$ cat src/rtl/dsp_seq_pkg.sv
// dsp_seq_pkg: OPMODE words, FSM state encoding and default pipeline latency for the DSP48A1 MAC sequencer
package dsp_seq_pkg;
  localparam int LAT_DEF = 3;
  localparam logic [7:0] OPM_FIRST = 8'h01;
  localparam logic [7:0] OPM_ACC   = 8'h09;
  localparam logic [7:0] OPM_HOLD  = 8'h08;
  localparam logic [7:0] OPM_BIAS  = 8'h0D;
  typedef logic [1:0] state_t;
  localparam state_t S_IDLE  = 2'd0;
  localparam state_t S_ACCUM = 2'd1;
  localparam state_t S_DRAIN = 2'd2;
  localparam state_t S_HOLD  = 2'd3;
endpackage

$ cat src/rtl/dsp_seq_tag_pipe.sv
// dsp_seq_tag_pipe: DEPTH-stage shift register carrying {valid,last} tags in step with the slice pipeline
module dsp_seq_tag_pipe #(
  parameter int DEPTH = 3
) (
  input  logic       clk,
  input  logic       rst_n,
  input  logic [1:0] tag_in,
  output logic [1:0] tag_out
);
  logic [1:0] sr [DEPTH];
  assign tag_out = sr[DEPTH-1];
  // shift tags one stage per cycle; reset empties the pipe so a discarded job leaves no tag behind
  always_ff @(posedge clk or negedge rst_n)
    if (!rst_n)
      for (int i = 0; i < DEPTH; i++) sr[i] <= 2'b00;
    else begin
      sr[0] <= tag_in;
      for (int i = 1; i < DEPTH; i++) sr[i] <= sr[i-1];
    end
endmodule

$ cat src/rtl/dsp_mac_sequencer.sv
// dsp_mac_sequencer: drives a DSP48A1 slice as a dot-product engine, one result per job; SEQ_BIAS_EN adds a per-job C-port bias
module dsp_mac_sequencer
  import dsp_seq_pkg::*;
#(
  parameter int LAT   = LAT_DEF,
  parameter int CNT_W = 16
) (
  input  logic             clk,
  input  logic             rst_n,
  input  logic             in_valid,
  output logic             in_ready,
  input  logic [17:0]      in_a,
  input  logic [17:0]      in_b,
  input  logic             in_last,
  output logic             out_valid,
  input  logic             out_ready,
  output logic [47:0]      out_data,
  output logic [CNT_W-1:0] out_terms,
  output logic [17:0]      dsp_a,
  output logic [17:0]      dsp_b,
  output logic [7:0]       dsp_opmode,
  output logic             dsp_ce,
  output logic             dsp_rst,
`ifdef SEQ_BIAS_EN
  input  logic [47:0]      in_bias,
  output logic [47:0]      dsp_c,
`endif
  input  logic [47:0]      dsp_p
);
`ifdef SEQ_BIAS_EN
  localparam logic [7:0] FIRST_OP = OPM_BIAS;
`else
  localparam logic [7:0] FIRST_OP = OPM_FIRST;
`endif
  state_t           state;
  logic [CNT_W-1:0] cnt;
  logic [7:0]       slot_op;
  logic [1:0]       tag_q, tag_o;
  logic             acc, first, capture;
  assign in_ready = (state == S_IDLE || state == S_ACCUM) && !dsp_rst;
  assign acc      = in_valid && in_ready;
  assign first    = state == S_IDLE;
  assign capture  = state == S_DRAIN && tag_o == 2'b11;
  dsp_seq_tag_pipe #(.DEPTH(LAT)) u_tag_pipe (
    .clk    (clk),
    .rst_n  (rst_n),
    .tag_in (tag_q),
    .tag_out(tag_o)
  );
  // job FSM, saturating term counter and result capture when the last term's tag reaches DSP_P
  always_ff @(posedge clk or negedge rst_n)
    if (!rst_n) begin
      state     <= S_IDLE;
      cnt       <= '0;
      out_valid <= 1'b0;
      out_data  <= '0;
      out_terms <= '0;
    end else begin
      if (acc) begin
        state <= in_last ? S_DRAIN : S_ACCUM;
        cnt   <= first ? CNT_W'(1) : (&cnt ? cnt : cnt + CNT_W'(1));
      end
      if (capture) begin
        state     <= S_HOLD;
        out_valid <= 1'b1;
        out_data  <= dsp_p;
        out_terms <= cnt;
      end
      if (state == S_HOLD && out_ready) begin
        state     <= S_IDLE;
        out_valid <= 1'b0;
      end
    end
  // issue slot: operands and tag now, OPMODE one cycle later to match the slice's OPMODEREG/MREG timing
  always_ff @(posedge clk or negedge rst_n)
    if (!rst_n) begin
      dsp_a      <= '0;
      dsp_b      <= '0;
      tag_q      <= 2'b00;
      slot_op    <= 8'h00;
      dsp_opmode <= 8'h00;
      dsp_ce     <= 1'b0;
      dsp_rst    <= 1'b1;
`ifdef SEQ_BIAS_EN
      dsp_c      <= '0;
`endif
    end else begin
      dsp_a      <= acc ? in_a : '0;
      dsp_b      <= acc ? in_b : '0;
      tag_q      <= {acc, acc && in_last};
      slot_op    <= acc ? (first ? FIRST_OP : OPM_ACC) : OPM_HOLD;
      dsp_opmode <= slot_op;
      dsp_ce     <= 1'b1;
      dsp_rst    <= 1'b0;
`ifdef SEQ_BIAS_EN
      if (acc && first) dsp_c <= in_bias;
`endif
    end
endmodule
$ cat config.mk
export PLATFORM = sky130hd
export DESIGN_NAME = dsp_mac_sequencer
export DESIGN_NICKNAME = d
export VERILOG_FILES = /design/src/rtl/dsp_seq_pkg.sv /design/src/rtl/dsp_seq_tag_pipe.sv /design/src/rtl/dsp_mac_sequencer.sv
export SDC_FILE = /design/constraint.sdc
export NUM_CORES = 1
export LEC_CHECK = 0
export ABC_CLOCK_PERIOD_IN_PS = 4600
export CAP_MARGIN = 10
export CORE_MARGIN = 4
export CORE_UTILIZATION = 45
export DETAILED_ROUTE_END_ITERATION = 16
export MAX_ROUTING_LAYER = met4
export PLACE_DENSITY_LB_ADDON = 0.12
export SKIP_CTS_REPAIR_TIMING = 1
export SYNTH_ARGS = -nofsm -noshare
export SYNTH_HDL_FRONTEND = slang
export SYNTH_SLANG_ARGS = --single-unit
$ cat constraint.sdc
create_clock -name clk -period 4.6 [get_ports clk]
set_clock_uncertainty 0.2 [all_clocks]
set_input_delay 0.92 -clock clk [delete_from_list [all_inputs] [get_ports clk]]
set_output_delay 0.92 -clock clk [all_outputs]
set_load 0.02 [all_outputs]
# [Word-level counts from Yosys, hierarchy flattened]
# Index checks and enable logic that the tools add are counted.
[classes] addsub=1 muxes=12 shift=0 div=0 multipliers=0 bitwise_logic=0 n_eq_ne=5 magnitude_cmp=0 reduce_logical=12
[ops] op="$mux W18" n=2
[ops] op="$mux W16" n=2
[ops] op="$add A16 B1 Y16 const B" n=1
[ops] op="$reduce_and A16 Y1" n=1
[ops] op="$mux W2" n=4
[ops] op="$mux W4" n=2
[ops] op="$eq A2 B2 Y1 const B" n=3
[ops] op="$logic_and A1 B1 Y1" n=5
[ops] op="$reduce_bool A3 Y1" n=1
[ops] op="$eq A2 B1 Y1 const B" n=1
[ops] op="$logic_not A2 Y1" n=1
[ops] op="$mux W1" n=2
[ops] op="$ne A2 B2 Y1 const B" n=1
[ops] op="$reduce_and A2 Y1" n=1
[ops] op="$reduce_bool A2 Y1" n=1
[ops] op="$logic_not A1 Y1" n=1
[ops] op="$logic_or A1 B1 Y1" n=1
[totals] input_bits=89 mem_bits_ro=0 ff_bits=137 ram_bits=0 latchBits=0 mem_count=0

# [Depth between registers and ports, before layout]
[logic_depth] ltp_word=7 mapped_depth=7 mapped_depth_nobuf=5

# [Hierarchy]
# From an unflattened synthesis, not the netlist that was laid out.
[unflattened] hier_cells=367 area_unflattened_um2=5033.6
[modules_own_cells] module="dsp_mac_sequencer" area_per_inst_um2=4868.4 cells_each=359 instances=1
[modules_own_cells] module="dsp_seq_tag_pipe" area_per_inst_um2=165.2 cells_each=8 instances=1

# [Worst setup path before layout]
# OpenSTA, ideal clock, no wires.
[synth_path] path_type="in2reg" startpoint="input port in_valid" endpoint="register cnt[15]" cell_stages=5 t_arrival_ns=1.976 n_path_buf=1 setup_slack_ns=2.296 cell_sequence="or3b_1 > buf_6 > nor4_4 > nand4_1 > nor3b_1"
[synth_between] elab_chain_len=2
[synth_lines] element="start: declaration" line_no="dsp_mac_sequencer.sv:10" text="input logic in_valid,"
[synth_lines] element="$logic_and A1 B1 Y1" line_no="dsp_mac_sequencer.sv:41" text="assign acc = in_valid && in_ready;"
[synth_lines] element="$reduce_and A2 Y1 (no line)"
[synth_lines] element="end signal: assignment" line_no="dsp_mac_sequencer.sv:61" text="cnt <= first ? CNT_W'(1) : (&cnt ? cnt : cnt + CNT_W'(1));"
[synth_lines] element="end: declaration" line_no="dsp_mac_sequencer.sv:36" text="logic [CNT_W-1:0] cnt;"
# No other way between the ends.
# A chain may end at the register's enable or synchronous reset.

# [Worst setup path after layout]
[layout_path] startpoint="input port in_valid" endpoint="register cnt[3]"
# The elaborated chain is that of the path after synthesis.

==> summary.md <==
| Metric | Value |
|---|---|
| Die Ht | 114 um |
| VDD IR max | 276 uV |
| Max Buffers Root-to-Sink | 2 |
| Count of final hold-check violations | 0 |
| Clock sink count | 131 |
| Sequential area share after synthesis | 64.6% |
| Maxcap violations | 0 |
| CP startpoint kind | primary input |
| Library cells used by synthesis | 51 |
| RR Startpoint | state[1] |
| Hold_sp | slot_op[3] |
| Drt initial violations | 218 |
| Final WL | 12.2 mm |
| Pre-CTS WS | 1.01 ns |
| Std-Cell Rows | 38 |
| CP Cell Sequence | clkdlybuf4s50_1, or3b_1, inv_1, buf_4, nand2_1, or3_2, o211ai_1 |
| Post-route insts no fill | 714 |
| Wire length per cell | 17.1 um |
| Reg2Reg Setup Slack | 1.74 ns |
| HPWL Detailed | 8.69 mm |
| H-Tree Level Count | 4 |
| Avg Synthesized Cell Area | 13.9 um^2 |
| First-pass GRT wire length | 19.9 mm |
| Power, Total | 4.09 mW |
| Fraction of layout cells with a size suffix above 1 | 18.8% |
| Commonest cells after routing, fill and taps aside | clkdlybuf4s50_1 (193), dfrtp_1 (130), mux2_2 (62) |
| DRC | 0 |
| Minimum clock period | 3.22 ns |
| Nets | 651 |
| Async S/R FF share, synth | 100% |
| CP endpoint kind | flop |
| Post-route ant nets | 0 |
| Initial Util | 46.4% |
| Commonest non-fill, non-tap cell in the layout | clkdlybuf4s50_1 |
| Crit path arrival time | 3.34 ns |
| Post-route cell area | 7710 um^2 |
| Worst Hold Class | reg2reg |
| Fill count | 814 |
| GRT Total Usage | 20.3% |
| Post-Syn Area | 5070 um^2 |
| Critical path type | in2reg |
| Fmax | 311 MHz |
| Yosys reg bits | 131 |
| Number of flops mapped to enable cells by yosys | 0 |
| # setup viols final | 0 |
| P&R area growth vs syn | 51.9% |
| Crit share post-route | 70.0% |
| Power per cell area | 531 nW/um^2 |
| TNS Setup | 0 ns |
| Final Core Density | 70.5% |
| Hold Path Stages | 0 |
| Clock slew at reported path FFs | 0.05 ns |
| Multi-input logic area | 1630 um^2 |
| Critical path's slowest cell | or3b_1 |
| Vias in the first global route | 3,818 |
| Worst-margin pin slew | 0.939 ns |
| Initial antenna violation count | 0 |
| Die footprint | 13,000 um^2 |
| Clk_lat worst skew | 0.40 ns |
| Gpl congestion | 0.890 |
| Leakage | 3.39 nW |
| Grt total ovfl | 0 |
| Antenna cells | 0 |
| Slew headroom | 37.4% |
| IO Count | 201 |
| Outcome | finished, final reports clean |
| Largest net degree at the start of global routing | 79 |
| Buffers on Ports | 194 |
| Vias | 3,593 |
| FF/Latch Area | 3280 um^2 |
| Vias/cell | 5.03 |
| R2r endpoint | cnt[3] |
| Max incr delay on CP | 0.56 ns |
| Ys Warns | 0 |
| CTS tree | done |
| WP data required | 4.72 ns |
| Placed cell count | 682 |
| WHS | 0.143 ns |
| Final slew viol count | 0 |
| R2r worst-path depth | 6 |
| Num CTS Buffers | 17 |
| Clk root buf | clkbuf_16 |
| Worst setup margin | 1.38 ns |
| Synth Instances | 364 |
| DP Area | 7070 um^2 |
| Die W | 114 um |
| Hold EP | dsp_opmode[3] |
| CP max FO | 47 |
| RSZ-0062 raised after global routing | false |
| Core ar. | 10,900 um^2 |
| Primary FF master, synth | dfrtp_1 |
| DR pass1 iterations | 4 |
-- per-layer routing --
layer | wire (um) | vias to the layer above | global-route usage, %
met3 | 967 | 20 | 6.03
met1 | 5260 | 1734 | 26.8
met2 | 5710 | 176 | 30.1
met4 | 263 | 0 | 7.44
li1 | - | 1663 | -
met5 | 0 | - | -
-- worst max-delay path, delay by kind of cell --
kind                   cells  cell delay (ns)
buffers and inverters      3             0.91
AOI/OAI and AO/OA          1             0.10
and+or+nand+nor            3             1.40
-- cell usage after synthesis (2+ instances only) --
library cell    n  area [um^2]
inv_1           4         15.0
o21ai_0        10         50.1
a21o_1          2         15.0
dfrtp_1       130         3250
nor4_1          3         18.8
a21oi_1         5         25.0
o31ai_1         3         22.5
buf_4          10         75.1
buf_1           3         11.3
buf_2           3         15.0
or2_2           2         12.5
conb_1          2         7.51
o211ai_1        2         15.0
o311ai_0        2         17.5
mux2_2         62          698
a211o_1         3         26.3
nor3_1          5         25.0
o21bai_1        2         15.0
nand4_1         4         25.0
and2_1         38          238
o21a_1          2         15.0
nor2_1          5         18.8
nor3b_1         3         22.5
nand2_1        16         60.1
nand3_1         9         45.0
clkbuf_1        6         22.5
buf_6           4         45.0
-- worst max-delay path by stage --
stage,from,end,slack (ns),cells after the start
3_3_place_gp,in_valid,cnt[3],1.06,7
2_1_floorplan,in_valid,cnt[15],2.30,5
3_5_place_dp,in_valid,cnt[3],1.01,7
4_1_cts,in_valid,cnt[3],1.42,7
5_1_grt,in_valid,cnt[3],1.24,7
6_report,in_valid,cnt[3],1.38,7
-- kinds of logic (layout without fill, tap and decap cells) --
| logic type | after synthesis | count (layout) | synth area share [%] |
|---|---|---|---|
| AOI/OAI and AO/OA | 41 | 41 | 5.82 |
| and+or+nand+nor | 96 | 96 | 11.6 |
| other | 2 | 8 | 0.148 |
| muxes | 63 | 63 | 14.0 |
| DFF | 131 | 131 | 64.6 |
| buffers and inverters | 30 | 234 | 3.62 |
| adders and majority gates | 1 | 1 | 0.247 |
-- where the power goes --
| group | switching, mW | internal, mW | total, mW |
|---|---|---|---|
| clock | 0.465 | 0.963 | 1.43 |
| sequential | 0.167 | 1.37 | 1.54 |
| combinational | 0.554 | 0.567 | 1.12 |
| total | 1.19 | 2.90 | 4.09 |
-- layout make-up --
type | instances | area share [%]
multi-input combinational | 209 | 21.2
tap | 140 | 2.27
clock buffer | 23 | 6.33
inverter | 4 | 0.195
sequential | 131 | 42.5
timing repair buffer | 198 | 25.5
clock inverter | 9 | 1.93
-- registers in the layout, indices dropped and copies added (netlist names) --
signal	cells
cnt	16
dsp_a	18
dsp_b	18
dsp_ce	1
dsp_opmode	2
dsp_rst	1
out_data	48
out_terms	16
out_valid	1
slot_op	2
state	2
tag_q	1
u_tag_pipe.sr	3
u_tag_pipe.tag_out	2
No activity file was read; power rests on OpenSTA's default activity.
==> variant 1, RTL diff (config.mk and constraints unchanged) <==
Set the parameter `CNT_W` to 24 (it was 16).
--- a/src/rtl/dsp_mac_sequencer.sv
+++ b/src/rtl/dsp_mac_sequencer.sv
@@ -5,3 +5,3 @@
   parameter int LAT   = LAT_DEF,
-  parameter int CNT_W = 16
+  parameter int CNT_W = 24
 ) (
Interface: changed (resized out_terms); port bits go from 201 to 209. No check against the original RTL was run, so the function may have changed too.
==> variant 1 against the unedited design <==
- final cell count up 12%
- power down 6.3%
- worst setup slack better by 340 ps
- wire length up 10%
- cell area up 9.2%
- global-route usage down 0.25 points
- non-clock buffer count up 7
- area after synthesis up 13%
- die area up 12%
- sequential cell count up 16
- maximum frequency up 12%
- critical endpoint is now cnt[10]
- largest power group unchanged
- highest routed layer unchanged
==> variant 1: results (changes against the unedited design) <==
Global-route wire length before repair -> 21900 um (was 19900 um)
DRT iter0 DRCs -> 210 (was 218)
Synth warnings -> 0 (unchanged)
Worst Path Arrival -> 2990 ps (was 3340 ps)
Placer Congestion -> 0.754 (was 0.890)
Layout cell share with drive strength beyond 1 -> 18.7% (was 18.8%)
Main flop type after synthesis -> dfrtp_1 (unchanged)
Multi-input comb cells -> 247 (was 209)
Worst R2R Setup Slack -> 1900 ps (was 1740 ps)
Max VDD drop -> 0.000274 V (was 0.000276 V)
Number of global-route vias before repair -> 4224 (was 3818)
Largest net degree at the start of global routing -> 114 (was 79)
Seq area share -> 43.7% (was 42.5%)
Pleak -> 0.00372 uW (was 0.00339 uW)
Vias post-DR -> 4033 (was 3593)
Multi-input gate area -> 0.00189 sq mm (was 0.00163 sq mm)
Non-filler instance count after layout -> 799 (was 714)
Slew @ Worst Pin -> 1030 ps (was 939 ps)
GRT Total Usage -> 20.1% (was 20.3%)
Syn Area/Cell -> 13.7 sq um (was 13.9 sq um)
Synth unique cells -> 47 (was 51)
Clock buf count -> 26 (was 23)
CP max-delay cell -> a21oi_2 (was or3b_1)
Biggest regs -> out_data: 48 flops, cnt: 24 flops, out_terms: 24 flops (was out_data: 48 flops, dsp_a: 18 flops, dsp_b: 18 flops)
Signal buf overhead -> 24.4% (was 25.5%)
Max FO, Critical Path -> 22 (was 47)
Flops & latches, synth -> 147 (was 131)
Worst R2R Start -> cnt[0] (was state[1])
PortBufs -> 202 (was 194)
Status -> finished clean (unchanged)
Post-synthesis sequential area ratio -> 64.3% (was 64.6%)
Layout Nets -> 710 (was 651)
Clock-cell share -> 6.82% (was 8.26%)
Max incr delay on CP -> 780 ps (was 560 ps)
DP HPWL -> 9560 um (was 8690 um)
Inverters -> 2 (was 4)
Non-CTS buffers -> 205 (was 198)
Placed Cells -> 769 (was 682)
Final wirelength -> 13500 um (was 12200 um)
Worst setup path endpoint -> cnt[10] (was cnt[3])
Commonest cells in the synthesized netlist -> dfrtp_1, mux2_2, and2_1 (unchanged)
Synth top area cells -> dfrtp_1, mux2_2, and2_1 (unchanged)
Fillers -> 936 (was 814)
[variant 1: kinds of logic after synthesis]
logic type / count (synthesis) / share of synthesized area [%]
AO/OA/AOI/OAI: 61 / 7.01
flip-flops: 147 / 64.3
AND/OR/NAND/NOR: 105 / 11.1
other: 2 / 0.131
adder cells (fa/ha/maj): 1 / 0.218
buffers and inverters: 30 / 3.12
multiplexers: 72 / 14.1
[variant 1: routing by layer]
| layer | track usage, % | wire [um] | vias to the layer above |
|---|---|---|---|
| met2 | 31.8 | 6650 | 174 |
| li1 | - | - | 1854 |
| met1 | 23.6 | 5450 | 1978 |
| met4 | 9.42 | 365 | 0 |
| met3 | 6.03 | 1000 | 27 |
| met5 | - | 0 | - |
[variant 1: how the worst min path moves through the flow]
| stage | start | end |
|---|---|---|
| floorplan | slot_op[0] | dsp_opmode[0] |
| global placement | slot_op[3] | dsp_opmode[3] |
| detailed placement | slot_op[3] | dsp_opmode[3] |
| CTS | slot_op[3] | dsp_opmode[3] |
| global route | slot_op[3] | dsp_opmode[3] |
| finish | slot_op[3] | dsp_opmode[3] |
[variant 1: power by group]
group          leakage (uW)  switching (uW)  internal (uW)  total, uW
Sequential          0.00190             107           1480       1580
Clock              0.000288             485            836       1320
Combinational       0.00153             448            478        926
[variant 1: critical path: cells and delay by family]
kind | cells | cell delay, ps
buffers and inverters | 1 | 470
and+or+nand+nor | 2 | 400
AOI/OAI and AO/OA | 3 | 1190
[variant 1: metrics by stage]
step	cell area [sq um]	power [uW]	utilization (%)	setup WS, ps	hold slack, ps
2_1_floorplan	5750	2060	-	2210	131
3_3_place_gp	7850	2510	64.3	1450	133
3_5_place_dp	7850	2540	64.3	1310	137
4_1_cts	8420	3870	69.0	1750	145
5_1_grt	8420	4010	69.0	1490	150
6_report	8420	3830	69.0	1720	142
==> variant 2, RTL diff (same flow settings) <==
Without the edit above. Reset style: synchronous (`rst_n`), changed in 3 clocked blocks.
--- a/src/rtl/dsp_seq_tag_pipe.sv
+++ b/src/rtl/dsp_seq_tag_pipe.sv
@@ -12,3 +12,3 @@
   // shift tags one stage per cycle; reset empties the pipe so a discarded job leaves no tag behind
-  always_ff @(posedge clk or negedge rst_n)
+  always_ff @(posedge clk)
     if (!rst_n)
--- a/src/rtl/dsp_mac_sequencer.sv
+++ b/src/rtl/dsp_mac_sequencer.sv
@@ -50,3 +50,3 @@
   // job FSM, saturating term counter and result capture when the last term's tag reaches DSP_P
-  always_ff @(posedge clk or negedge rst_n)
+  always_ff @(posedge clk)
     if (!rst_n) begin
@@ -74,3 +74,3 @@
   // issue slot: operands and tag now, OPMODE one cycle later to match the slice's OPMODEREG/MREG timing
-  always_ff @(posedge clk or negedge rst_n)
+  always_ff @(posedge clk)
     if (!rst_n) begin
Formal check against the unedited RTL: differs if rst_n is asserted again (counterexample within 4 cycles, from zero or initial values and one cycle with rst_n low); with rst_n held inactive, the same outputs for 10 cycles.
==> variant 2 against the unedited design <==
- core utilization rose by 1.9 points
- cell area decreased by 6.5%
- worst setup slack better by 370 ps
- area after synthesis shrank 8.0%
- sequential share of layout area decreased by 5.6 points
- sequential cell count grew 2
- wire length up 4.8%
- register-to-register slack better by 510 ps
- critical path depth is 5 lower
- die area decreased by 7.4%
- critical path type is now reg2out
Power is not compared: it rests on default switching activity, and its combinational part moved more than twofold at a synthesized area within 25%.
==> variant 2: results (changes against the unedited design) <==
DRT iter0 DRCs -> 294 (was 218)
Crit path time final -> 2840 ps (was 3220 ps)
R2r endpoint -> cnt[14] (was cnt[3])
Number of global-route vias before repair -> 4133 (was 3818)
Worst Path Arrival -> 1720 ps (was 3340 ps)
Layout Nets -> 794 (was 651)
Total power -> 2590 uW
Signal buf overhead -> 27.6% (was 25.5%)
Max VDD drop -> 0.000315 V
Placer Congestion -> 0.853 (was 0.890)
Worst R2R Start -> cnt[0] (was state[1])
CP top delay family -> flip-flops (was simple AND/OR/NAND/NOR gates)
Setup WS pre-CTS -> 1390 ps (was 1010 ps)
Hold Path Sink -> u_tag_pipe.sr[0][5] (was dsp_opmode[3])
Worst R2R Setup Slack -> 2250 ps (was 1740 ps)
Hold WS -> 232 ps (was 143 ps)
Core area -> 0.00995 sq mm (was 0.0109 sq mm)
Worst-skew pair later-pin latency -> 510 ps (was 400 ps)
Seq area share -> 36.9% (was 42.5%)
Post-synthesis sequential area ratio -> 57.0% (was 64.6%)
Commonest cells in the synthesized netlist -> nand2_1, dfxtp_1, a21oi_1 (was dfrtp_1, mux2_2, and2_1)
Multi-input comb cells -> 348 (was 209)
Largest net degree at the start of global routing -> 66 (was 79)
Biggest regs -> out_data: 48 flops, dsp_a: 18 flops, dsp_b: 18 flops (unchanged)
Vias per cell -> 4.99 (was 5.03)
Max FO, Critical Path -> 13 (was 47)
Main flop type after synthesis -> dfxtp_1 (was dfrtp_1)
Flops & latches, synth -> 133 (was 131)
GRT Total Usage -> 21.9% (was 20.3%)
Global-route wire length before repair -> 19700 um (was 19900 um)
DP HPWL -> 9130 um (was 8690 um)
Clock-cell share -> 7.74% (was 8.26%)
Inverters -> 5 (was 4)
Syn Area/Cell -> 8.93 sq um (was 13.9 sq um)
Drt wl/cell -> 15.1 um (was 17.1 um)
Non-CTS buffers -> 199 (was 198)
Clock root buffer -> clkbuf_8 (was clkbuf_16)
Layout cell share with drive strength beyond 1 -> 6.43% (was 18.8%)
Synth top area cells -> dfxtp_1, nand2_1, a21oi_1 (was dfrtp_1, mux2_2, and2_1)
Crit path from -> state[1] (was in_valid)
Non-filler instance count after layout -> 848 (was 714)
Max incr delay on CP -> 580 ps (was 560 ps)
CP max-delay cell -> dfxtp_1 (was or3b_1)
Worst setup path endpoint -> in_ready (was cnt[3])
Multi-input gate area -> 0.00181 sq mm (was 0.00163 sq mm)
Post-synthesis async set-or-reset flop share -> 0% (was 100%)
Reg2Reg Depth -> 5 (was 6)
Placed Instance Area -> 0.00663 sq mm (was 0.00707 sq mm)
Clock buf count -> 26 (was 23)
Synth unique cells -> 50 (was 51)
Slew HR -> 34.9% (was 37.4%)
Status -> finished clean (unchanged)
## variant 2: changes by cell type in the layout (fill, tap and decap cells not counted), moves of 5 or more
cell / before / now
dfxtp_1: 0 / 133
dfrtp_1: 130 / 0
nand2_1: 16 / 138
a21oi_1: 5 / 67
mux2_2: 62 / 0
nor2_1: 5 / 14
and2_1: 38 / 46
nand4_1: 4 / 10
a31oi_1: 1 / 6
and3_1: 0 / 5
o21ai_0: 10 / 5
## variant 2: cell families (layout without fill, tap and decap cells)
group | after synthesis | after routing | share of synthesized area (%)
buf+inv | 47 | 234 | 4.64
fa+ha+maj | 1 | 1 | 0.268
simple gates | 240 | 240 | 24.7
xor+xnor | 1 | 1 | 0.188
flops | 133 | 133 | 57.0
compound gates | 100 | 100 | 13.1
other cells | 1 | 6 | 0.0803
## variant 2: routing by layer
layer,track usage [%],wire [um]
met1,23.8,4980
met2,35.5,6190
met3,9.69,1410
met4,7.93,199
met5,-,0
